## config.mk

```make
export PLATFORM = sky130hd
export DESIGN_NAME = enc_blck_serializer
export DESIGN_NICKNAME = d
export VERILOG_FILES = /design/src/rtl/enc_blck_serializer_pkg.sv /design/src/rtl/enc_last_word_detect.sv /design/src/rtl/enc_blck_serializer.sv
export SDC_FILE = /design/constraint.sdc
export NUM_CORES = 1
export LEC_CHECK = 0
export BUFFER_PORTS_ARGS = -buffer_cell sky130_fd_sc_hd__buf_2
export CAP_MARGIN = 10
export CELL_PAD_IN_SITES_DETAIL_PLACEMENT = 1
export CELL_PAD_IN_SITES_GLOBAL_PLACEMENT = 1
export CORE_ASPECT_RATIO = 0.9
export CORE_UTILIZATION = 35
export CTS_BUF_LIST = sky130_fd_sc_hd__clkbuf_4
export CTS_CLUSTER_SIZE = 24
export DETAILED_ROUTE_END_ITERATION = 6
export PLACE_DENSITY = 0.78
export SLEW_MARGIN = 0
export SYNTH_ARGS = -nofsm -noshare
export SYNTH_HDL_FRONTEND = slang
export SYNTH_SLANG_ARGS = --single-unit
```

## constraint.sdc

```tcl
create_clock -name clk -period 2.9 [get_ports clk]
set_input_delay 0.29 -clock clk [delete_from_list [all_inputs] [get_ports clk]]
set_output_delay 0.29 -clock clk [all_outputs]
set_load 0.02 [all_outputs]
```

## src/rtl/enc_blck_serializer_pkg.sv

```systemverilog
// Shared constants, FSM state encoding and pointer-width helper for the
// encoder-side block serializer and its last-word detector.
package enc_blck_serializer_pkg;

  localparam int ENC_N        = 128;
  localparam int ENC_BUS_SIZE = 32;
  localparam int NWORDS       = ENC_N / ENC_BUS_SIZE;
  localparam int BUSdiv8      = ENC_BUS_SIZE / 8;

  typedef enum logic {
    IDLE = 1'b0,
    SEND = 1'b1
  } ser_state_e;

  // A single-word buffer still needs a 1-bit pointer to stay a legal vector.
  function automatic int ptr_width(input int nwords);
    return (nwords > 1) ? $clog2(nwords) : 1;
  endfunction

endpackage

```

## src/rtl/enc_last_word_detect.sv

```systemverilog
// Combinational check on a word-grouped byte-validity vector: flags the word at
// i_ptr as last when no higher word holds a valid byte, and flags all-zero validity.
module enc_last_word_detect
  import enc_blck_serializer_pkg::*;
#(
  parameter int P_NWORDS  = NWORDS,
  parameter int P_BUSDIV8 = BUSdiv8,
  parameter int P_PTR_W   = ptr_width(NWORDS)
) (
  input  logic [P_NWORDS*P_BUSDIV8-1:0] i_validity,
  input  logic [P_PTR_W-1:0]            i_ptr,
  output logic                          o_last,
  output logic                          o_zero
);

  // NOTE: every always_comb output gets a default first, so no path leaves it
  // unassigned and no latch is inferred.
  always_comb begin
    o_last = 1'b1;
    for (int k = 0; k < P_NWORDS; k++) begin
      if ((k > int'(i_ptr)) && (|i_validity[k*P_BUSDIV8 +: P_BUSDIV8])) begin
        o_last = 1'b0;
      end
    end
  end

  assign o_zero = ~|i_validity;

endmodule

```

## src/rtl/enc_blck_serializer.sv

```systemverilog
// Captures one n-bit block (with byte validity) or tag and streams it LSB word
// first on a valid/ready bus. Define ENC_SER_OVERLAP_EN to accept the next load
// during the last-word handshake (back-to-back blocks without an idle cycle).
module enc_blck_serializer
  import enc_blck_serializer_pkg::*;
#(
  parameter int BUS_SIZE = ENC_BUS_SIZE,
  parameter int n        = ENC_N
) (
  input  logic                  clk,
  input  logic                  rst,
  input  logic [n-1:0]          blck_in,
  input  logic [n/8-1:0]        blck_in_validity,
  input  logic                  blck_in_load,
  input  logic [n-1:0]          tag_in,
  input  logic                  tag_load,
  output logic                  in_ready,
  output logic [BUS_SIZE-1:0]   dout,
  output logic [BUS_SIZE/8-1:0] dout_validity,
  output logic                  dout_valid,
  input  logic                  dout_ready,
  output logic                  dout_last,
  output logic                  busy
);

  localparam int L_NWORDS  = n / BUS_SIZE;
  localparam int L_BUSDIV8 = BUS_SIZE / 8;
  localparam int PTR_W     = ptr_width(L_NWORDS);

  ser_state_e           r_state, w_state_nxt;
  logic [PTR_W-1:0]     r_ptr, w_ptr_nxt;
  logic [n-1:0]         r_buf;
  logic [n/8-1:0]       r_bvalid;

  logic                 w_load, w_accept, w_hs, w_in_ready;
  logic                 w_last, w_load_zero;
  logic                 w_unused_buf_zero, w_unused_load_last;
  logic [n-1:0]         w_load_data;
  logic [n/8-1:0]       w_load_valid;
  logic [BUS_SIZE-1:0]  w_word;
  logic [L_BUSDIV8-1:0] w_word_vld;

  // A block strobe always wins; a tag is treated as fully valid.
  assign w_load       = blck_in_load | tag_load;
  assign w_load_data  = blck_in_load ? blck_in : tag_in;
  assign w_load_valid = blck_in_load ? blck_in_validity : '1;

  assign busy       = (r_state == SEND);
  assign dout_valid = busy;
  assign w_hs       = dout_valid & dout_ready;

`ifdef ENC_SER_OVERLAP_EN
  assign w_in_ready = (r_state == IDLE) | (w_hs & w_last);
`else
  assign w_in_ready = (r_state == IDLE);
`endif
  assign in_ready = w_in_ready;
  assign w_accept = w_in_ready & w_load;

  enc_last_word_detect #(
    .P_NWORDS (L_NWORDS),
    .P_BUSDIV8(L_BUSDIV8),
    .P_PTR_W  (PTR_W)
  ) u_out_chk (
    .i_validity(r_bvalid),
    .i_ptr     (r_ptr),
    .o_last    (w_last),
    .o_zero    (w_unused_buf_zero)
  );

  // Second instance only screens the incoming load for all-zero validity.
  enc_last_word_detect #(
    .P_NWORDS (L_NWORDS),
    .P_BUSDIV8(L_BUSDIV8),
    .P_PTR_W  (PTR_W)
  ) u_load_chk (
    .i_validity(w_load_valid),
    .i_ptr     ('0),
    .o_last    (w_unused_load_last),
    .o_zero    (w_load_zero)
  );

  always_comb begin
    w_word     = '0;
    w_word_vld = '0;
    for (int k = 0; k < L_NWORDS; k++) begin
      if (r_ptr == PTR_W'(k)) begin
        w_word     = r_buf[k*BUS_SIZE +: BUS_SIZE];
        w_word_vld = r_bvalid[k*L_BUSDIV8 +: L_BUSDIV8];
      end
    end
  end

  // Outputs are forced to zero outside SEND so stale buffer data never shows.
  assign dout          = busy ? w_word : '0;
  assign dout_validity = busy ? w_word_vld : '0;
  assign dout_last     = busy & w_last;

  always_comb begin
    w_state_nxt = r_state;
    w_ptr_nxt   = r_ptr;
    unique case (r_state)
      IDLE: begin
        if (w_accept && !w_load_zero) begin
          w_state_nxt = SEND;
          w_ptr_nxt   = '0;
        end
      end
      SEND: begin
        if (w_hs) begin
          if (w_last) begin
            w_state_nxt = (w_accept && !w_load_zero) ? SEND : IDLE;
            w_ptr_nxt   = '0;
          end else begin
            w_ptr_nxt = r_ptr + PTR_W'(1);
          end
        end
      end
    endcase
  end

  // NOTE: sequential state uses non-blocking assignments so every register
  // samples the pre-edge values, independent of statement order.
  always_ff @(posedge clk) begin
    if (rst) begin
      r_state  <= IDLE;
      r_ptr    <= '0;
      r_bvalid <= '0;
    end else begin
      r_state <= w_state_nxt;
      r_ptr   <= w_ptr_nxt;
      if (w_accept) r_bvalid <= w_load_valid;
    end
  end

  // NOTE: the data buffer is deliberately not reset; it is only observed in
  // SEND, which is entered solely through a fresh capture.
  always_ff @(posedge clk) begin
    if (w_accept) r_buf <= w_load_data;
  end

endmodule

```

==> reports/summary.txt <==
Outcome: complete, no violations
Crit Path Max Fanout: 7
Worst vdd ir: 224.9 uV
Synth area leaders: edfxtp_1, mux2_1, dfxtp_1
Total gr overflow: 0
Core footprint: 0.02077 sq mm
Post-synthesis sequential area ratio: 56.95%
Buffers on Ports: 316
Vias: 6914
Cell count after synthesis: 557
Die X: 155.5 um
Synth area leader: edfxtp_1
Pre-antenna DRT Iters: 5
Most common cell after layout, fill and taps aside: buf_2
Initial antenna violation count: 2
Nets@finish: 1344
Worst Hold Launch: tag_in[115]
Mean Syn Cell Area: 13.32 sq um
Origin of the worst setup path: r_ptr[0]
Worst path slowest cell: dfxtp_2
Rel. slew slack: 43.96%
Fin. Hold Viols: 0
Crit path cell chain: inv_2, ha_2, nor2b_4, buf_12, buf_12, a221oi_1, a211o_1, a21oi_1, buf_4
Vias in the first global route: 7518
Clk buf depth: 2
# placed instances: 1126
Power Total: 5.685 mW
Layout Cells excl Fill: 1362
Total CTS buffers: 17
Final worst setup slack: 0.1409 ns
Root Buffer: clkbuf_4
Vias per inst: 5.076
Mux cell area share after synthesis: 19.43%
Initial core utilization: 35.71%
Total Routing Usage GR: 24.64%
Syn Nets: 839
Max stage delay on crit path: 0.39 ns
Seq cells post-synth: 147
CTS tree: built
Worst endpoint data arrival time: 2.47 ns
Tmin final: 2.759 ns
Worst Tran Pin Value: 0.8406 ns
Critical path data required time: 2.61 ns
Post-DP HPWL: 15.60 mm
Post-Synth Simple-Gate Area: 3.745%
Synth warn: 0
Synth async-reset ratio: 0%
Synth Area in Compound Gates: 14.15%
Clk slew on worst S/H paths: 0.15 ns
Area of the die: 0.02178 sq mm
Placer's final routability congestion estimate: 0.7905
Final setup violation count: 0
Ys flop type: edfxtp_1
Post-synth top area share: 51.82%
Share of layout cells above drive strength 1: 35.38%
Reg2reg start: r_ptr[0]
Fillers: 2238
DRC: 0
Worst hold slack: 0.07095 ns
Die height: 140.1 um
Synthesized cell area: 0.007417 sq mm
Crit path kind: reg2out
FMAX: 0.3624 GHz
Max_cap viols: 0
Worst Hold Class: in2reg
Final Slew Violations: 0
Largest net degree at the start of global routing: 94
Most frequent cells in the layout: buf_2, dlygate4sd3_1, mux2_1, edfxtp_1, nand2_1
# IOs: 317
H-tree depth: 4
Number of synthesized flops with an enable pin: 128
RSZ-0062 raised after global routing: true
Main combinational cell family by area after synthesis: multiplexers
Synth cell types: 36
# clock sinks: 147
Area Overhead vs Synth: 58.84%
First-pass GRT wire length: 40.14 mm
Total wire length: 28.87 mm
DR iter-0 viols: 344
CP endpoint kind: primary output
Power per cell area: 482.5 mW/mm^2
DR WL/cell: 21.20 um
Post-synthesis xor/xnor area fraction: 0%
Clock latency on the worst-skew pair: 0.54 ns
Setup tns final: 0 ns
Reg2Reg Depth: 6
LEAKAGE: 4.914 nW
Row count: 50
Worst slack at placement: 0.3506 ns
Startpoint types: flip-flop
Post-route antenna net violation count: 0
Hold path cells: 2
Fin crit share: 95.14%
Clock skew: 0.02569 ns
Crit-path most repeated cell: buf_12
Synth Area in Adders: 0.8435%
==> worst paths after layout <==
check	slack (ns)	endpoint
worst max register to register	1.02	r_ptr[1]
worst max-delay path	0.14	dout[12]
worst min-delay path	0.07	r_buf[115]
worst min register to register	0.56	r_bvalid[1]
==> power by group <==
part	internal, mW	leakage (nW)	switching [mW]
Sequential	2.62	1.41	0.110
Clock	0.605	0.153	0.820
Combinational	0.771	3.36	0.758
==> area by class of cell <==
cell class	instances	area [sq um]	share of cell area [%]
antenna	2	5.005	0.04248
clock buffer	17	127.6	1.083
clock inverter	14	177.7	1.508
inverter	40	150.1	1.274
multi-input combinational	324	2897	24.59
sequential	147	4227	35.88
tap	286	357.8	3.037
timing repair buffer	532	3840	32.59
==> layer usage <==
layer	vias up	wire length [um]	GRT usage, %
met4	0	635	8.875
met3	42	1606	6.250
met1	3427	10650	26.19
met5	-	0	0
li1	3172	-	-
met2	273	15980	46.61
==> critical path, delay by kind of cell, from the launching register on <==
family / cells / cell delay [ns]
AO/OA/AOI/OAI: 3 / 0.57
buffers and inverters: 4 / 0.55
flip-flops: 1 / 0.39
adder cells (fa/ha/maj): 1 / 0.22
AND/OR/NAND/NOR: 1 / 0.17
==> cells in the mapped netlist, drive strengths merged (4+ instances only) <==
cell type	instances
edfxtp	128
mux2	128
nand2	39
a211o	36
a21oi	36
a221oi	32
buf	26
clkbuf	20
clkinv	20
inv	20
dfxtp	19
o221a	17
a211oi	5
ha	5
nor4	5
and3b	4
==> per-stage QoR <==
stage	util, %	instance area (sq um)
finish	56.72	11780
global route	56.72	11780
CTS	54.75	11370
detailed placement	44.86	9318
global placement	44.86	9318
floorplan	-	7417
==> registers in the layout (all words and copies together) (netlist names) <==
signal	cells
r_ptr	2
r_bvalid	16
busy	1
r_buf	128
==> cell families after synthesis <==
logic type               count (synthesis)
AO/OA/AOI/OAI                          132
flip-flops                             147
multiplexers                           128
AND/OR/NAND/NOR                         59
adder cells (fa/ha/maj)                  5
buffers and inverters                   86
==> timing repair <==
item,4_1_cts,5_1_grt
pin swaps,0,0
endpoints found under the hold margin,100,22
gates resized for setup,8,17
endpoints found under the setup margin,36,36
gates cloned,0,1
hold buffers,170,29
buffers inserted,1,2
Power figures use the tool's default switching activity.
